$ cat config.mk
export PLATFORM = sky130hd
export DESIGN_NAME = pdp8_cycle_sequencer
export DESIGN_NICKNAME = d
export VERILOG_FILES = /design/src/rtl/pdp8_cycle_sequencer.sv
export SDC_FILE = /design/constraint.sdc
export NUM_CORES = 1
export LEC_CHECK = 0
export BUFFER_PORTS_ARGS = -buffer_cell sky130_fd_sc_hd__buf_2
export CAP_MARGIN = 40
export CORE_MARGIN = 1
export CORE_UTILIZATION = 52
export DETAILED_ROUTE_END_ITERATION = 8
export PLACE_DENSITY = 0.92
export SLEW_MARGIN = 20
export SYNTH_ARGS = -nofsm -noshare
export SYNTH_HDL_FRONTEND = slang
export SYNTH_SLANG_ARGS = --single-unit
$ cat constraint.sdc
create_clock -name clk -period 3.33 [get_ports clk]
set_clock_uncertainty 0.05 [all_clocks]
set_input_delay 0.333 -clock clk [delete_from_list [all_inputs] [get_ports clk]]
set_output_delay 0.333 -clock clk [all_outputs]
set_load 0.005 [all_outputs]
$ cat src/rtl/pdp8_cycle_sequencer.sv
// Major-state sequencer for the PDP-8/e: H/F/D/E/B cycles of SUB_CYCLES phases plus memory wait clocks.
// Define PDP8_DATA_BREAK_EN to enable the data-break (B cycle, brk_req/brk_ack) channel.
module pdp8_cycle_sequencer #(
    parameter int SUB_CYCLES  = 4,
    parameter int WAIT_CYCLES = 1,
    parameter int PW          = $clog2(SUB_CYCLES)
) (
    input  logic          clk,
    input  logic          reset,
    input  logic          halt,
    input  logic          single_step,
    input  logic          cont,
    input  logic          trigger,
    input  logic          int_req,
    input  logic          int_ena,
    input  logic          int_inh,
    input  logic [0:11]   instruction,
    input  logic          brk_req,
    output logic [2:0]    major,
    output logic [PW-1:0] phase,
    output logic          wait_st,
    output logic          int_in_prog,
    output logic          brk_ack
);

    typedef enum logic [2:0] {
        MAJ_H = 3'd0,
        MAJ_F = 3'd1,
        MAJ_D = 3'd2,
        MAJ_E = 3'd3,
        MAJ_B = 3'd4
    } major_t;

    localparam logic [PW-1:0] PHASE_LAST = PW'(SUB_CYCLES - 1);
    localparam logic [PW-1:0] PHASE_ONE  = PW'(1);
    localparam logic [3:0]    WAIT_LAST  = (WAIT_CYCLES == 0) ? 4'd0 : 4'(WAIT_CYCLES - 1);

    major_t        major_reg, major_next;
    logic [PW-1:0] phase_reg, phase_next;
    logic          wait_st_reg, wait_st_next;
    logic [3:0]    wait_cnt_reg, wait_cnt_next;
    logic          iip_reg, iip_next;

    logic brk_term, irq, f_special, is_hlt, is_6002, is_jmp_i, step_hold;
    logic advance;
    logic [3:0] bnd;

`ifdef PDP8_DATA_BREAK_EN
    assign brk_term = brk_req;
    assign brk_ack  = (major_reg == MAJ_B) && !wait_st_reg && (phase_reg == PHASE_LAST);
`else
    assign brk_term = 1'b0 & brk_req;
    assign brk_ack  = 1'b0;
`endif

    assign irq       = int_req & int_ena & ~int_inh;
    assign f_special = (instruction[0:1] == 2'b11) || (instruction[0:3] == 4'b1010);
    assign is_hlt    = ({instruction[0:3], instruction[10:11]} == 6'b111110);
    assign is_6002   = (instruction == 12'o6002);
    assign is_jmp_i  = (instruction[0:3] == 4'b1011);
    assign step_hold = single_step & ~cont;

    // Instruction-boundary priority; result is {int_in_prog, major}.
    function automatic logic [3:0] boundary(input logic h, input logic b, input logic i);
        if (h)      return {1'b0, MAJ_H};
        else if (b) return {1'b0, MAJ_B};
        else if (i) return {1'b1, MAJ_E};
        else        return {1'b0, MAJ_F};
    endfunction

    always_comb begin
        major_next    = major_reg;
        phase_next    = phase_reg;
        wait_st_next  = wait_st_reg;
        wait_cnt_next = wait_cnt_reg;
        iip_next      = iip_reg;
        advance       = 1'b0;
        bnd           = {iip_reg, major_reg};
        if (wait_st_reg) begin
            if (wait_cnt_reg == WAIT_LAST) begin
                wait_st_next  = 1'b0;
                wait_cnt_next = 4'd0;
                phase_next    = PHASE_ONE;
            end else begin
                wait_cnt_next = wait_cnt_reg + 4'd1;
            end
        end else if (phase_reg == '0) begin
            // H phase 0 and the single-step hold are the only every-clock samplers.
            if (major_reg == MAJ_H) begin
                if (brk_term)              major_next = MAJ_B;
                else if (trigger && !cont) advance    = 1'b1;
                else if (cont)             major_next = MAJ_F;
            end else if (major_reg == MAJ_B || !step_hold) begin
                advance = 1'b1;
            end
            if (advance) begin
                if (WAIT_CYCLES == 0) begin
                    phase_next = PHASE_ONE;
                end else begin
                    wait_st_next  = 1'b1;
                    wait_cnt_next = 4'd0;
                end
            end
        end else if (phase_reg != PHASE_LAST) begin
            phase_next = phase_reg + PHASE_ONE;
        end else begin
            phase_next = '0;
            case (major_reg)
                MAJ_F: begin
                    if (f_special) begin
                        if (halt || is_hlt) bnd = {1'b0, MAJ_H};
                        else                bnd = boundary(halt, brk_term, irq && !is_6002);
                    end else begin
                        bnd = {1'b0, instruction[3] ? MAJ_D : MAJ_E};
                    end
                end
                MAJ_D:   bnd = is_jmp_i ? boundary(halt, brk_term, irq) : {1'b0, MAJ_E};
                MAJ_E: begin
                    if (halt)         bnd = {1'b0, MAJ_H};
                    else if (iip_reg) bnd = {1'b0, MAJ_F};
                    else              bnd = boundary(halt, brk_term, irq);
                end
                // A finishing break serves any queued request before looking at halt.
                MAJ_B:   bnd = brk_term ? {1'b0, MAJ_B} : boundary(halt, 1'b0, irq);
                default: bnd = {1'b0, MAJ_H};
            endcase
            major_next = major_t'(bnd[2:0]);
            iip_next   = bnd[3];
        end
        if (major_next == MAJ_F) iip_next = 1'b0;
    end

    always_ff @(posedge clk) begin
        if (reset) begin
            major_reg    <= MAJ_H;
            phase_reg    <= '0;
            wait_st_reg  <= 1'b0;
            wait_cnt_reg <= 4'd0;
            iip_reg      <= 1'b0;
        end else begin
            major_reg    <= major_next;
            phase_reg    <= phase_next;
            wait_st_reg  <= wait_st_next;
            wait_cnt_reg <= wait_cnt_next;
            iip_reg      <= iip_next;
        end
    end

    assign major       = major_reg;
    assign phase       = phase_reg;
    assign wait_st     = wait_st_reg;
    assign int_in_prog = iip_reg;

endmodule

==> results.json <==
{
  "status": "completed",
  "syn_inst": 110,
  "required_ns": 3.47,
  "cts_resized": 0,
  "utilization_pct": 66.72,
  "cts_tree": "yes",
  "cts.sink_count": 11,
  "yosys.area_share.simple_pct": 34.48,
  "grt.total_usage_pct": 24.00,
  "postPlaceCellArea_um2": 1002,
  "period_share_pct": 56.54,
  "yosysUniqueCellTypes": 45,
  "avgSynthCellArea_um2": 7.951,
  "cap_violations": 0,
  "antenna_cells": 0,
  "multi_input_area_um2": 596.8,
  "dieArea_um2": 1850,
  "cts_max_level": 1,
  "hold_path.class": "in2reg",
  "ys_seq_elements": 11,
  "grt_start_max_net_pins": 12,
  "drive_gt1_share_pct": 29.93,
  "synthXorXnorAreaFrac_pct": 1.001,
  "num_rows": 14,
  "final_net_count": 165,
  "mostFrequentLayoutCells": "27 x buf_2, 11 x nor2_1, 11 x dfxtp_1, 10 x a21oi_1",
  "power_density_nw_per_um2": 468.2,
  "gp_congestion": 0.8463,
  "hold_buffers": 0,
  "antenna_found_initial": 0,
  "whs_ns": 0.3309,
  "period_minus_slack_ns": 1.883,
  "setup_viol": 0,
  "die_w_um": 43.01,
  "cp_common_cell": "a221oi_2",
  "synthArstFlopShare_pct": 0,
  "totalNegativeSetupSlack_ns": 0,
  "io_buffers": 27,
  "coreArea_um2": 1541,
  "clkLatencyLatePin_ns": 0.28,
  "cpMaxStageDelayCell": "dfxtp_1",
  "synthAdderAreaFrac_pct": 7.153,
  "synth_top_family_by_area": "simple AND/OR/NAND/NOR gates",
  "clk_pin_slew_ns": 0.08,
  "postCtsSetupBuffers": 0,
  "critical_path.cell_chain": "inv_1, ha_1, nor3b_2, a21oi_1, nor3_2, a221oi_2, a221oi_2",
  "startpoint_type": "flip-flop",
  "stdcell_area_um2": 1028,
  "ys.flop_type": "dfxtp_1",
  "drtIter0Drc": 13,
  "grt_pass1_vias": 792,
  "endpoint_kind": "flip-flop",
  "critical-path-max-stage-delay_ns": 0.41,
  "grt_overflow": 0,
  "synth_edf_count": 0,
  "dr.pass1.iters": 4,
  "initial_core_util_pct": 56.74,
  "maxSlewViolCount": 0,
  "cts_buffers": 3,
  "vias_per_cell": 5.993,
  "hpwl_um": 1561,
  "max_freq_ghz": 0.5312,
  "hold_viol": 0,
  "io_pins": 30,
  "path_class": "reg2reg",
  "rsz0062_at_grt": "no",
  "yosysWarnings": 0,
  "peakVddDrop_v": 0.0002659,
  "root_buffer": "clkbuf_4",
  "syn_nets": 137,
  "largest_reg_flops": 4,
  "seqCellArea_um2": 220.2,
  "synth_compound_area_share_pct": 24.03,
  "wl_um": 2007,
  "die_y_um": 43.01,
  "synth_mux_area_share_pct": 1.144,
  "crit_path_max_fanout": 6,
  "area_growth_pct": 17.60,
  "ant_nets": 0,
  "clock_path_buffers": 2,
  "layout_commonest_cell": "buf_2",
  "vias": 917,
  "fillCellCount": 129,
  "grt_pass1_wl_um": 3387,
  "synth_area_um2": 874.6,
  "drc_errors": 0,
  "leakagePower_nw": 0.4553,
  "routedWlPerCell_um": 13.12,
  "cp.arrival_ns": 2.02,
  "seq_area_frac_synth_pct": 25.18
}
critical path: cells and delay by family, from the launching register on:
kind / cells / cell delay [ns]
AO/OA/AOI/OAI: 3 / 0.42
AND/OR/NAND/NOR: 2 / 0.58
adder cells (fa/ha/maj): 1 / 0.25
buffers and inverters: 1 / 0.06
flip-flops: 1 / 0.41
metrics by stage:
stage	worst slack [ns]	cells	power, W
global placement	1.556	149	0.0003824
detailed placement	1.469	149	0.0003916
finish	1.447	153	0.0004815
CTS	1.445	153	0.0004861
floorplan	1.675	110	0.0003317
global route	1.352	153	0.0005223
cell type report:
class	count	share of cell area, %
multi-input cells	87	58.03
inverters	8	2.920
flip-flops and latches	11	21.41
repair buffers	27	13.14
clock buffers	4	2.555
well taps	16	1.946
cell families after synthesis:
group / count (synthesis)
flip-flops: 11
adder cells (fa/ha/maj): 5
AND/OR/NAND/NOR: 49
AO/OA/AOI/OAI: 30
multiplexers: 1
other: 1
XOR/XNOR: 1
buffers and inverters: 12
cell usage after synthesis, types with 2 or more instances:
| master | number | area (µm²) |
|---|---|---|
| dfxtp_1 | 11 | 220.2 |
| nor2_1 | 11 | 41.29 |
| a21oi_1 | 10 | 50.05 |
| inv_1 | 8 | 30.03 |
| nand2_1 | 8 | 30.03 |
| o21ai_0 | 7 | 35.03 |
| ha_1 | 5 | 62.56 |
| nand3_1 | 4 | 20.02 |
| nor3_1 | 4 | 20.02 |
| a211oi_1 | 2 | 15.01 |
| a221oi_2 | 2 | 30.03 |
| and3_1 | 2 | 12.51 |
| and4b_1 | 2 | 20.02 |
| nor2b_1 | 2 | 12.51 |
| nor4_1 | 2 | 12.51 |
report_power, final:
| part | internal [W] | total, W | leakage, nW | switching (W) |
|---|---|---|---|---|
| logic | 0.0000950 | 0.000209 | 0.351 | 0.000114 |
| registers | 0.000148 | 0.000179 | 0.0892 | 0.0000309 |
| clock network | 0.0000464 | 0.0000933 | 0.0150 | 0.0000469 |
worst paths after layout:
| path | cells past startpoint | slack (ns) | endpoint | startpoint |
|---|---|---|---|---|
| worst max-delay path | 7 | 1.45 | int_in_prog$_SDFFE_PP0P_ | phase[0]$_SDFFE_PP0P_ |
| worst min-delay path | 2 | 0.33 | major[1]$_SDFF_PP0_ | reset |
| worst max register to register | 7 | 1.45 | int_in_prog$_SDFFE_PP0P_ | phase[0]$_SDFFE_PP0P_ |
| worst min register to register | 2 | 0.47 | wait_cnt_reg[3]$_SDFFE_PP0P_ | wait_cnt_reg[3]$_SDFFE_PP0P_ |
layer usage:
| layer | track usage (%) | wire, µm | up-vias |
|---|---|---|---|
| li1 | - | - | 463 |
| met1 | 28.76 | 939 | 427 |
| met2 | 40.00 | 959 | 20 |
| met3 | 6.809 | 74 | 7 |
| met4 | 9.697 | 33 | 0 |
| met5 | 0 | 0 | - |
Power figures use the tool's default switching activity.
